===== config.mk =====
export PLATFORM = sky130hd
export DESIGN_NAME = cluster_soc_evt_bridge_flat
export DESIGN_NICKNAME = d
export VERILOG_FILES = /design/src/rtl/cluster_soc_evt_bridge_if.sv /design/src/rtl/cluster_soc_evt_bridge.sv /design/src/flat_wrapper.sv
export SDC_FILE = /design/constraint.sdc
export NUM_CORES = 1
export LEC_CHECK = 0
export ABC_CLOCK_PERIOD_IN_PS = 5800
export CORE_ASPECT_RATIO = 0.6
export CORE_MARGIN = 1.5
export CORE_UTILIZATION = 40
export DETAILED_ROUTE_END_ITERATION = 16
export HOLD_SLACK_MARGIN = 0.12
export SYNTH_ARGS = -nofsm -noshare
export SYNTH_HDL_FRONTEND = slang
export SYNTH_SLANG_ARGS = --single-unit

===== constraint.sdc =====
create_clock -name clk_i -period 5.8 [get_ports clk_i]
set_input_delay 0.58 -clock clk_i [delete_from_list [all_inputs] [get_ports clk_i]]
set_output_delay 0.58 -clock clk_i [all_outputs]
set_load 0.1 [all_outputs]

===== src/rtl/cluster_soc_evt_bridge_if.sv =====
// rtl/cluster_soc_evt_bridge_if.sv - cluster-to-SoC event bridge signal bundle
interface cluster_soc_evt_bridge_if #(
    parameter int N_SRC     = 3,
    parameter int CNT_WIDTH = 4
);
    logic [N_SRC-1:0]           evt_pulse_i;
    logic [N_SRC-1:0]           evt_valid_o;
    logic [N_SRC-1:0]           evt_ack_i;
    logic [N_SRC*CNT_WIDTH-1:0] pending_o;
    logic [N_SRC-1:0]           overflow_o;
    logic                       clr_overflow_i;
    logic                       busy_o;

    modport master (
        input  evt_pulse_i,
        input  evt_ack_i,
        input  clr_overflow_i,
        output evt_valid_o,
        output pending_o,
        output overflow_o,
        output busy_o
    );

    modport slave (
        output evt_pulse_i,
        output evt_ack_i,
        output clr_overflow_i,
        input  evt_valid_o,
        input  pending_o,
        input  overflow_o,
        input  busy_o
    );
endinterface


===== src/rtl/cluster_soc_evt_bridge.sv =====
// rtl/cluster_soc_evt_bridge.sv - per-source event counters driving four-phase valid/ack toward the SoC
module cluster_soc_evt_bridge #(
    parameter int N_SRC     = 3,
    parameter int CNT_WIDTH = 4
) (
    input  logic                    clk_i,
    input  logic                    rst_i,
    cluster_soc_evt_bridge_if.master bus
);
    typedef enum logic [1:0] {
        IDLE     = 2'd0,
        REQ      = 2'd1,
        WAIT_LOW = 2'd2
    } state_e;

    localparam logic [CNT_WIDTH-1:0] CNT_MAX  = '1;
    localparam logic [CNT_WIDTH-1:0] CNT_ZERO = '0;
    localparam logic [CNT_WIDTH-1:0] CNT_ONE  = CNT_WIDTH'(1);

    state_e               state_q [N_SRC];
    state_e               state_d [N_SRC];
    logic [CNT_WIDTH-1:0] cnt_q   [N_SRC];
    logic [CNT_WIDTH-1:0] cnt_d   [N_SRC];
    logic [N_SRC-1:0]     valid_q;
    logic [N_SRC-1:0]     valid_d;
    logic [N_SRC-1:0]     ovf_q;
    logic [N_SRC-1:0]     ovf_d;
    logic [N_SRC-1:0]     ovf_set;
    logic                 busy;

    always_ff @(posedge clk_i or posedge rst_i) begin
        if (rst_i) begin
            for (int i = 0; i < N_SRC; i++) begin
                state_q[i] <= IDLE;
                cnt_q[i]   <= CNT_ZERO;
            end
            valid_q <= '0;
            ovf_q   <= '0;
        end else begin
            for (int i = 0; i < N_SRC; i++) begin
                state_q[i] <= state_d[i];
                cnt_q[i]   <= cnt_d[i];
            end
            valid_q <= valid_d;
            ovf_q   <= ovf_d;
        end
    end

    // Issuing from IDLE consumes one event while a same-edge pulse adds one,
    // so that path can never exceed CNT_MAX; only busy states can saturate.
    always_comb begin
        for (int i = 0; i < N_SRC; i++) begin
            state_d[i] = state_q[i];
            cnt_d[i]   = cnt_q[i];
            ovf_set[i] = 1'b0;
            case (state_q[i])
                IDLE: begin
                    if ((cnt_q[i] != CNT_ZERO) || bus.evt_pulse_i[i]) begin
                        state_d[i] = REQ;
                        if (!bus.evt_pulse_i[i]) begin
                            cnt_d[i] = cnt_q[i] - CNT_ONE;
                        end
                    end
                end
                REQ, WAIT_LOW: begin
                    if (bus.evt_pulse_i[i]) begin
                        if (cnt_q[i] == CNT_MAX) begin
                            ovf_set[i] = 1'b1;
                        end else begin
                            cnt_d[i] = cnt_q[i] + CNT_ONE;
                        end
                    end
                    if ((state_q[i] == REQ) && bus.evt_ack_i[i]) begin
                        state_d[i] = WAIT_LOW;
                    end else if ((state_q[i] == WAIT_LOW) && !bus.evt_ack_i[i]) begin
                        state_d[i] = IDLE;
                    end
                end
                default: begin
                    state_d[i] = IDLE;
                end
            endcase
            valid_d[i] = (state_d[i] == REQ);
            // A drop on the same edge as a clear must remain visible.
            ovf_d[i]   = ovf_set[i] | (ovf_q[i] & ~bus.clr_overflow_i);
        end
    end

    always_comb begin
        busy = 1'b0;
        for (int i = 0; i < N_SRC; i++) begin
            if ((state_q[i] != IDLE) || (cnt_q[i] != CNT_ZERO)) begin
                busy = 1'b1;
            end
        end
    end

    for (genvar g = 0; g < N_SRC; g++) begin : g_pending
        assign bus.pending_o[g*CNT_WIDTH +: CNT_WIDTH] = cnt_q[g];
    end

    assign bus.evt_valid_o = valid_q;
    assign bus.overflow_o  = ovf_q;
    assign bus.busy_o      = busy;
endmodule


===== src/flat_wrapper.sv =====
// flat-port wrapper written by rule: the top's interface ports become plain ports
module cluster_soc_evt_bridge_flat 
#(
    parameter int N_SRC     = 3,
    parameter int CNT_WIDTH = 4
)
  (clk_i, rst_i, bus_evt_pulse_i, bus_evt_ack_i, bus_clr_overflow_i, bus_evt_valid_o, bus_pending_o, bus_overflow_o, bus_busy_o);
  cluster_soc_evt_bridge_if #(.N_SRC(N_SRC), .CNT_WIDTH(CNT_WIDTH)) bus_i ();
  input  logic clk_i;
  input  logic rst_i;
  input wire logic [$bits(bus_i.evt_pulse_i)-1:0] bus_evt_pulse_i;
  input wire logic [$bits(bus_i.evt_ack_i)-1:0] bus_evt_ack_i;
  input wire logic [$bits(bus_i.clr_overflow_i)-1:0] bus_clr_overflow_i;
  output wire logic [$bits(bus_i.evt_valid_o)-1:0] bus_evt_valid_o;
  output wire logic [$bits(bus_i.pending_o)-1:0] bus_pending_o;
  output wire logic [$bits(bus_i.overflow_o)-1:0] bus_overflow_o;
  output wire logic [$bits(bus_i.busy_o)-1:0] bus_busy_o;
  assign bus_i.evt_pulse_i = bus_evt_pulse_i;
  assign bus_i.evt_ack_i = bus_evt_ack_i;
  assign bus_i.clr_overflow_i = bus_clr_overflow_i;
  assign bus_evt_valid_o = bus_i.evt_valid_o;
  assign bus_pending_o = bus_i.pending_o;
  assign bus_overflow_o = bus_i.overflow_o;
  assign bus_busy_o = bus_i.busy_o;
  cluster_soc_evt_bridge #(.N_SRC(N_SRC), .CNT_WIDTH(CNT_WIDTH)) u_core (.clk_i(clk_i), .rst_i(rst_i), .bus(bus_i));
endmodule

Yosys cells after proc, flatten, opt, wreduce, memory -nomap -nowiden

Cells that the tools add are included.

Register bits: 24
Input port bits: 9

Add/subtract/negate cells: 6
Equality and inequality tests: 24
Multiplexer cells: 39
Bitwise gates (word level): 7
Reduce and logical (&&, ||, !) cells: 33

Operator list:

| kind                                              | number |
|---|---|
| two-way mux 4 bit                                 | 12 |
| case mux 4 bit (2 select lines)                   | 3 |
| two-way mux 2 bit                                 | 9 |
| != test 2 bit (second input constant)             | 9 |
| AND reduction 5 bit                               | 3 |
| adder 4 x 1 -> 4 bit (second input constant)      | 3 |
| == test 2 x 1 -> 1 bit (second input constant)    | 6 |
| == test 4 bit (second input constant)             | 3 |
| two-way mux 1 bit                                 | 12 |
| case mux 2 bit (2 select lines)                   | 3 |
| nonzero test 2 bit                                | 6 |
| nonzero test 4 bit                                | 3 |
| subtractor 4 x 1 -> 4 bit (second input constant) | 3 |
| == test 2 bit (second input constant)             | 3 |
| logical AND 1 bit                                 | 6 |
| zero test 2 bit                                   | 3 |
| logical OR 1 bit                                  | 6 |
| != test 2 x 1 -> 1 bit (second input constant)    | 3 |
| OR reduction 2 bit                                | 3 |
| AND 1 bit                                         | 3 |
| zero test 1 bit                                   | 3 |
| OR 1 bit                                          | 3 |
| NOT 1 bit                                         | 1 |

Longest topological paths before layout

Word-level depth: 6
Depth in mapped cells: 9
Mapped depth without buffers: 8

Worst setup path before layout

No wires, ideal clock.

Path type: flip-flop to output port
Start point: register u_core.cnt_q, in the netlist u_core.bus.pending_o[4]
End point: output bus_busy_o
Data arrival time: 1.899 ns
Slack: 3.321 ns
Stages on the path, launching flop included: 4
Cell sequence: dfrtp_1 > nor4_2 > nand4_1 > or2_2

Longest elaborated chain between the ends: 4

RTL lines:

| item                              | RTL line                     | text |
|---|---|---|
| from (decl)                       | cluster_soc_evt_bridge.sv:22 | `logic [CNT_WIDTH-1:0] cnt_q [N_SRC];` |
| from (signal, indexed assignment) | cluster_soc_evt_bridge.sv:42 | `cnt_q[i] <= cnt_d[i];` |
| nonzero test 4 bit                | cluster_soc_evt_bridge.sv:92 | `if ((state_q[i] != IDLE) \|\| (cnt_q[i] != CNT_ZERO)) begin` |
| logical OR 1 bit                  | cluster_soc_evt_bridge.sv:92 |  |
| two-way mux 1 bit (2 in a row)    | cluster_soc_evt_bridge.sv:92 |  |
| to (decl)                         | flat_wrapper.sv:17           | `output wire logic [$bits(bus_i.busy_o)-1:0] bus_busy_o;` |

Every way passes these cells.

Worst setup path in the final report

Same ends and word-level chain as after synthesis.

==> results.tsv <==
metric	value	unit
CP peak stage delay	960	ps
Data arrival, critical path	2620	ps
final hold violations	0	
clk buf depth	2	
global-route wire length before repair	5350	um
# rows	17	
Die Width	82.1	um
largest net degree at the start of global routing	25	
Tot GR Track Use	0.171	
H-tree depth	1	
Crit-path slowest cell	clkdlybuf4s50_1	
number of global-route vias before repair	1135	
DRC viols	0	
post-layout util	0.511	
most frequent cell after synthesis	dfrtp_1	
Mapped Cells	142	
Pins Over Slew Limit	0	
Setup crit end kind	primary output	
kind of critical path	register to primary output	
cts repair resizes	0	
crit path cell chain	nor4_2 > nand4_1 > or2_2 > clkdlybuf4s50_1	
sequential area share after synthesis	0.400	
Post-DP Area	1820	um^2
#FFs+latches synth	24	
total negative slack	0	ps
clock slew at reported path FFs	80	ps
Tcrit/Tclk final	0.552	
Antenna diodes	0	
Iteration-0 DRC Markers	50	
EDFF count, synth	0	
Finish-stage setup viols	0	
root buf cell	clkbuf_8	
post-CTS setup buffers	0	
area grow syn2layout	23.6	%
Syn Nets	166	
Vert. Die Dim	50.5	um
post-synth top area cell	dfrtp_1	
initial antenna violation count	0	
Setup Skew	4.44	ps
CTS Buf Count	3	
Distinct cells, synth	39	
Die ar.	4150	um^2
Crit path buffers/inverters	1	
dpl hpwl	2420	um
final hold slack	519	ps
grt ovf	0	
worst slew pin tran	992	ps
critical path's top delay family	buffers and inverters	
Clock Latency Late Sink	270	ps
Mapped Area	1500	um^2
FMAX	0.312	GHz
hold_buf cts	0	
layout cell share with drive strength beyond 1	0.0828	
via count	1164	
type of the worst min-delay path	register to register	
CTS tree	done	
status	finished clean	
RSZ-0062 raised after global routing	no	
asr flop ratio synth	1.00	
Top FF cell, synth	dfrtp_1	
Synth Area per Inst	10.6	um^2
Initial Util	0.413	
Routability Congestion	0.816	
required time worst endpoint	5220	ps
drt wl/cell	14.9	um
First-pass DRT Iterations	4	
Detailed Route WL	3210	um
port bufs	27	
Max Cap Violations	0	
Fill cells	338	
Synth top area share	0.400	
Core ar.	3640	um^2
Finished Cell Area	1860	um^2
top cells by count, synth	24 x dfrtp_1, 15 x ha_1, 9 x inv_1, 8 x nor3_1	
vias per cell	5.39	
dominant cells by area after synthesis	dfrtp_1 40%, ha_1 12%, xnor2_1 4.1%	
I/O pins	28	
CP startpoint kind	register	
fin nets	195	
Sink Count	24	
Period minus WS final	3200	ps
max_slew headroom	0.336	
yosys warns	0	
Detail Route Antenna Nets	0	
Worst Path Max Fanout	6	
path summary, 6_finish.rpt:
path / startpoint / to / slack [ps] / depth (start not counted)
max in group asynchronous: rst_i / u_core.state_q[3] / 4410 / 2
worst max-delay path: u_core.bus.pending_o[4] / bus_busy_o / 2600 / 4
min in group asynchronous: rst_i / u_core.state_q[0] / 810 / 2
worst max register to register: u_core.state_q[1] / u_core.bus.pending_o[9] / 3630 / 6
worst min register to register: u_core.bus.overflow_o[0] / u_core.bus.overflow_o[0] / 520 / 1
worst min-delay path: u_core.bus.overflow_o[0] / u_core.bus.overflow_o[0] / 520 / 1
layout make-up:
cell class,count,area (um^2),share of cell area
well taps,47,58.8,0.0316
clock buffers,3,41.3,0.0222
flip-flops and latches,24,601,0.323
multi-input cells,106,853,0.459
repair buffers,27,270,0.145
inverters,9,33.8,0.0182
flip-flops by register name, indices dropped and copies added, names as in the netlist:
| name | cells |
|---|---|
| u_core.state_q | 6 |
| u_core.bus.overflow_o | 3 |
| u_core.bus.pending_o | 12 |
| u_core.bus.evt_valid_o | 3 |
cells in the final DEF (no fill, tap or decap), drive strengths merged:
master         instances
a211oi                 2
a21oi                  6
a22o                   5
a31oi                  2
a41oi                  1
and2                   2
and3                   1
and3b                  1
and4                   2
and4b                  1
clkbuf                 3
clkdlybuf4s50         27
dfrtp                 24
ha                    15
inv                    9
mux2                   3
mux2i                  1
nand2                  7
nand2b                 6
nand3                  1
nand4                  2
nand4b                 2
nor2                   5
nor2b                  3
nor3                   8
nor4                   5
o21ai                  2
o2bb2ai                2
o31ai                  1
o32a                   2
or2                    4
or4                    2
xnor2                  7
xor2                   5
metal layers:
| metal | global-route usage | share of wire | routed length [um] | vias up |
|---|---|---|---|---|
| met3 | 0.0473 | 0.050 | 160 | 4 |
| met5 | 0 | 0 | 0 | - |
| li1 | - | - | - | 566 |
| met4 | 0.0424 | 0.0087 | 28 | 0 |
| met2 | 0.266 | 0.44 | 1420 | 23 |
| met1 | 0.235 | 0.50 | 1600 | 571 |
cell families after synthesis:
kind of cell    Yosys count  share of synthesized area
buf+inv                  12                     0.0325
fa+ha+maj                15                      0.125
compound gates           23                      0.121
xor+xnor                 12                     0.0699
flops                    24                      0.400
mux                       4                     0.0366
simple gates             52                      0.216
through the flow:
stage | cells | worst slack [ps]
detailed placement | 213 | 2870
CTS | 216 | 2570
global placement | 213 | 2930
floorplan | 142 | 3320
global route | 216 | 2480
finish | 216 | 2600
Power is left out: the tool's default activity adds up to more than one toggle a clock period on the data nets, which glitch-free logic cannot reach.
==> variant (same flow settings) <==
`N_SRC` is set to 3 in 3 places; all go to 2.
--- a/src/rtl/cluster_soc_evt_bridge_if.sv
+++ b/src/rtl/cluster_soc_evt_bridge_if.sv
@@ -1,6 +1,6 @@
 // rtl/cluster_soc_evt_bridge_if.sv - cluster-to-SoC event bridge signal bundle
 interface cluster_soc_evt_bridge_if #(
-    parameter int N_SRC     = 3,
+    parameter int N_SRC     = 2,
     parameter int CNT_WIDTH = 4
 );
     logic [N_SRC-1:0]           evt_pulse_i;
--- a/src/rtl/cluster_soc_evt_bridge.sv
+++ b/src/rtl/cluster_soc_evt_bridge.sv
@@ -1,6 +1,6 @@
 // rtl/cluster_soc_evt_bridge.sv - per-source event counters driving four-phase valid/ack toward the SoC
 module cluster_soc_evt_bridge #(
-    parameter int N_SRC     = 3,
+    parameter int N_SRC     = 2,
     parameter int CNT_WIDTH = 4
 ) (
     input  logic                    clk_i,
--- a/src/flat_wrapper.sv
+++ b/src/flat_wrapper.sv
@@ -1,7 +1,7 @@
 // flat-port wrapper written by rule: the top's interface ports become plain ports
 module cluster_soc_evt_bridge_flat 
 #(
-    parameter int N_SRC     = 3,
+    parameter int N_SRC     = 2,
     parameter int CNT_WIDTH = 4
 )
   (clk_i, rst_i, bus_evt_pulse_i, bus_evt_ack_i, bus_clr_overflow_i, bus_evt_valid_o, bus_pending_o, bus_overflow_o, bus_busy_o);
Interface: changed (5 resized); port bits go from 28 to 20. The function was not compared with the original's and may differ.
==> variant against the unedited design <==
- synthesized area is 34% lower
- global-route usage shrank 1.0 points
- count of clock-buffer cells in the layout unchanged
- highest routed layer unchanged
- core utilization grew 4.4 points
- worst hold slack gained 0.0054 ns
- final area is 33% lower
- sequential cell count down 8
- wire length shrank 40%
- final cell count decreased by 32%
- setup slack better by 0.30 ns
- die area down 33%
Power is left out: the tool's default activity adds up to more than one toggle a clock period on the data nets, which glitch-free logic cannot reach.
==> variant: results (changes against the unedited design) <==
largest net degree at the start of global routing=17 (was 25); proportion of cell area occupied by registers=0.321 (was 0.323); sequential area share after synthesis=0.406 (was 0.400); crit path from=u_core.bus.pending_o[1] (was u_core.bus.pending_o[4]); Worst R2R End=u_core.bus.pending_o[5] (was u_core.bus.pending_o[9]); Crit Path Max Fanout=7 (was 6); pre-CTS WS=3.18 ns (was 2.87 ns); post-DP HPWL=1450 µm (was 2420 µm); CP peak stage delay=0.99 ns (was 0.96 ns); Signal buf overhead=0.153 (was 0.145); gate count of the mapped netlist=97 (was 142); Non-CTS buffers=19 (was 27); DR WL/cell=13.2 µm (was 14.9 µm); flop-to-flop setup slack=3.66 ns (was 3.63 ns); Hold WS=0.525 ns (was 0.519 ns); vias in the first global route=675 (was 1135); share of cells above drive strength 1=0.0598 (was 0.0828); fraction of area in multi-input gates=0.445 (was 0.459); clock network share of area=0.0331 (was 0.0222); CP arrival=2.33 ns (was 2.62 ns); FFs & Latches=16 (was 24); Synth area leaders=dfrtp_1 41%, ha_1 13%, xnor2_1 3.5% (was dfrtp_1 40%, ha_1 12%, xnor2_1 4.1%); multi-input gate count=73 (was 106); global-route usage over all layers=0.161 (was 0.171); max reg flops=8 (was 12); Commonest cells post-synth=16 x dfrtp_1, 10 x ha_1 (was 24 x dfrtp_1, 15 x ha_1, 9 x inv_1); status=complete, no violations (unchanged); clk_lat worst skew=0.25 ns (was 0.27 ns); Non-CTS inverters=6 (was 9); Worst Clk Skew=0.00108 ns (was 0.00444 ns); register area=400 µm² (was 601 µm²); Period minus WS final=2.91 ns (was 3.20 ns); routed vias/inst=5.20 (was 5.39); relative slew slack=0.345 (was 0.336); Clock transition at path regs=0.06 ns (was 0.08 ns); initial DRC count=49 (was 50); buffers added on ports=19 (was 27)
## variant: changes by cell type in the layout (fill, tap and decap cells not counted), moves of 3 or more
cell             before  now
dfrtp_1              24   16
ha_1                 15   10
xnor2_1               7    4
inv_1                 9    6
a22o_1                5    2
clkdlybuf4s50_1      27   19
nand2b_1              6    2
## variant: logic make-up after synthesis
family | count (synthesis) | synth area share
AO/OA/AOI/OAI | 16 | 0.114
multiplexers | 4 | 0.0507
flip-flops | 16 | 0.406
adder cells (fa/ha/maj) | 10 | 0.127
buffers and inverters | 8 | 0.0330
AND/OR/NAND/NOR | 35 | 0.199
XOR/XNOR | 8 | 0.0710
## variant: layer usage
metal  routed length (µm)  vias up  global-route usage  part of all wire
li1                     -      386                   -                 -
met1                 1040      357               0.258              0.54
met2                  771       16               0.200              0.40
met3                  111        5              0.0569             0.057
met4                   17        0              0.0367            0.0088
met5                    0        -                   0                 0
## variant: worst max-delay path, delay by kind of cell (launching register included)
kind	cells	cell delay, ns
simple gates	2	0.64
buf+inv	1	0.99
flops	1	0.45
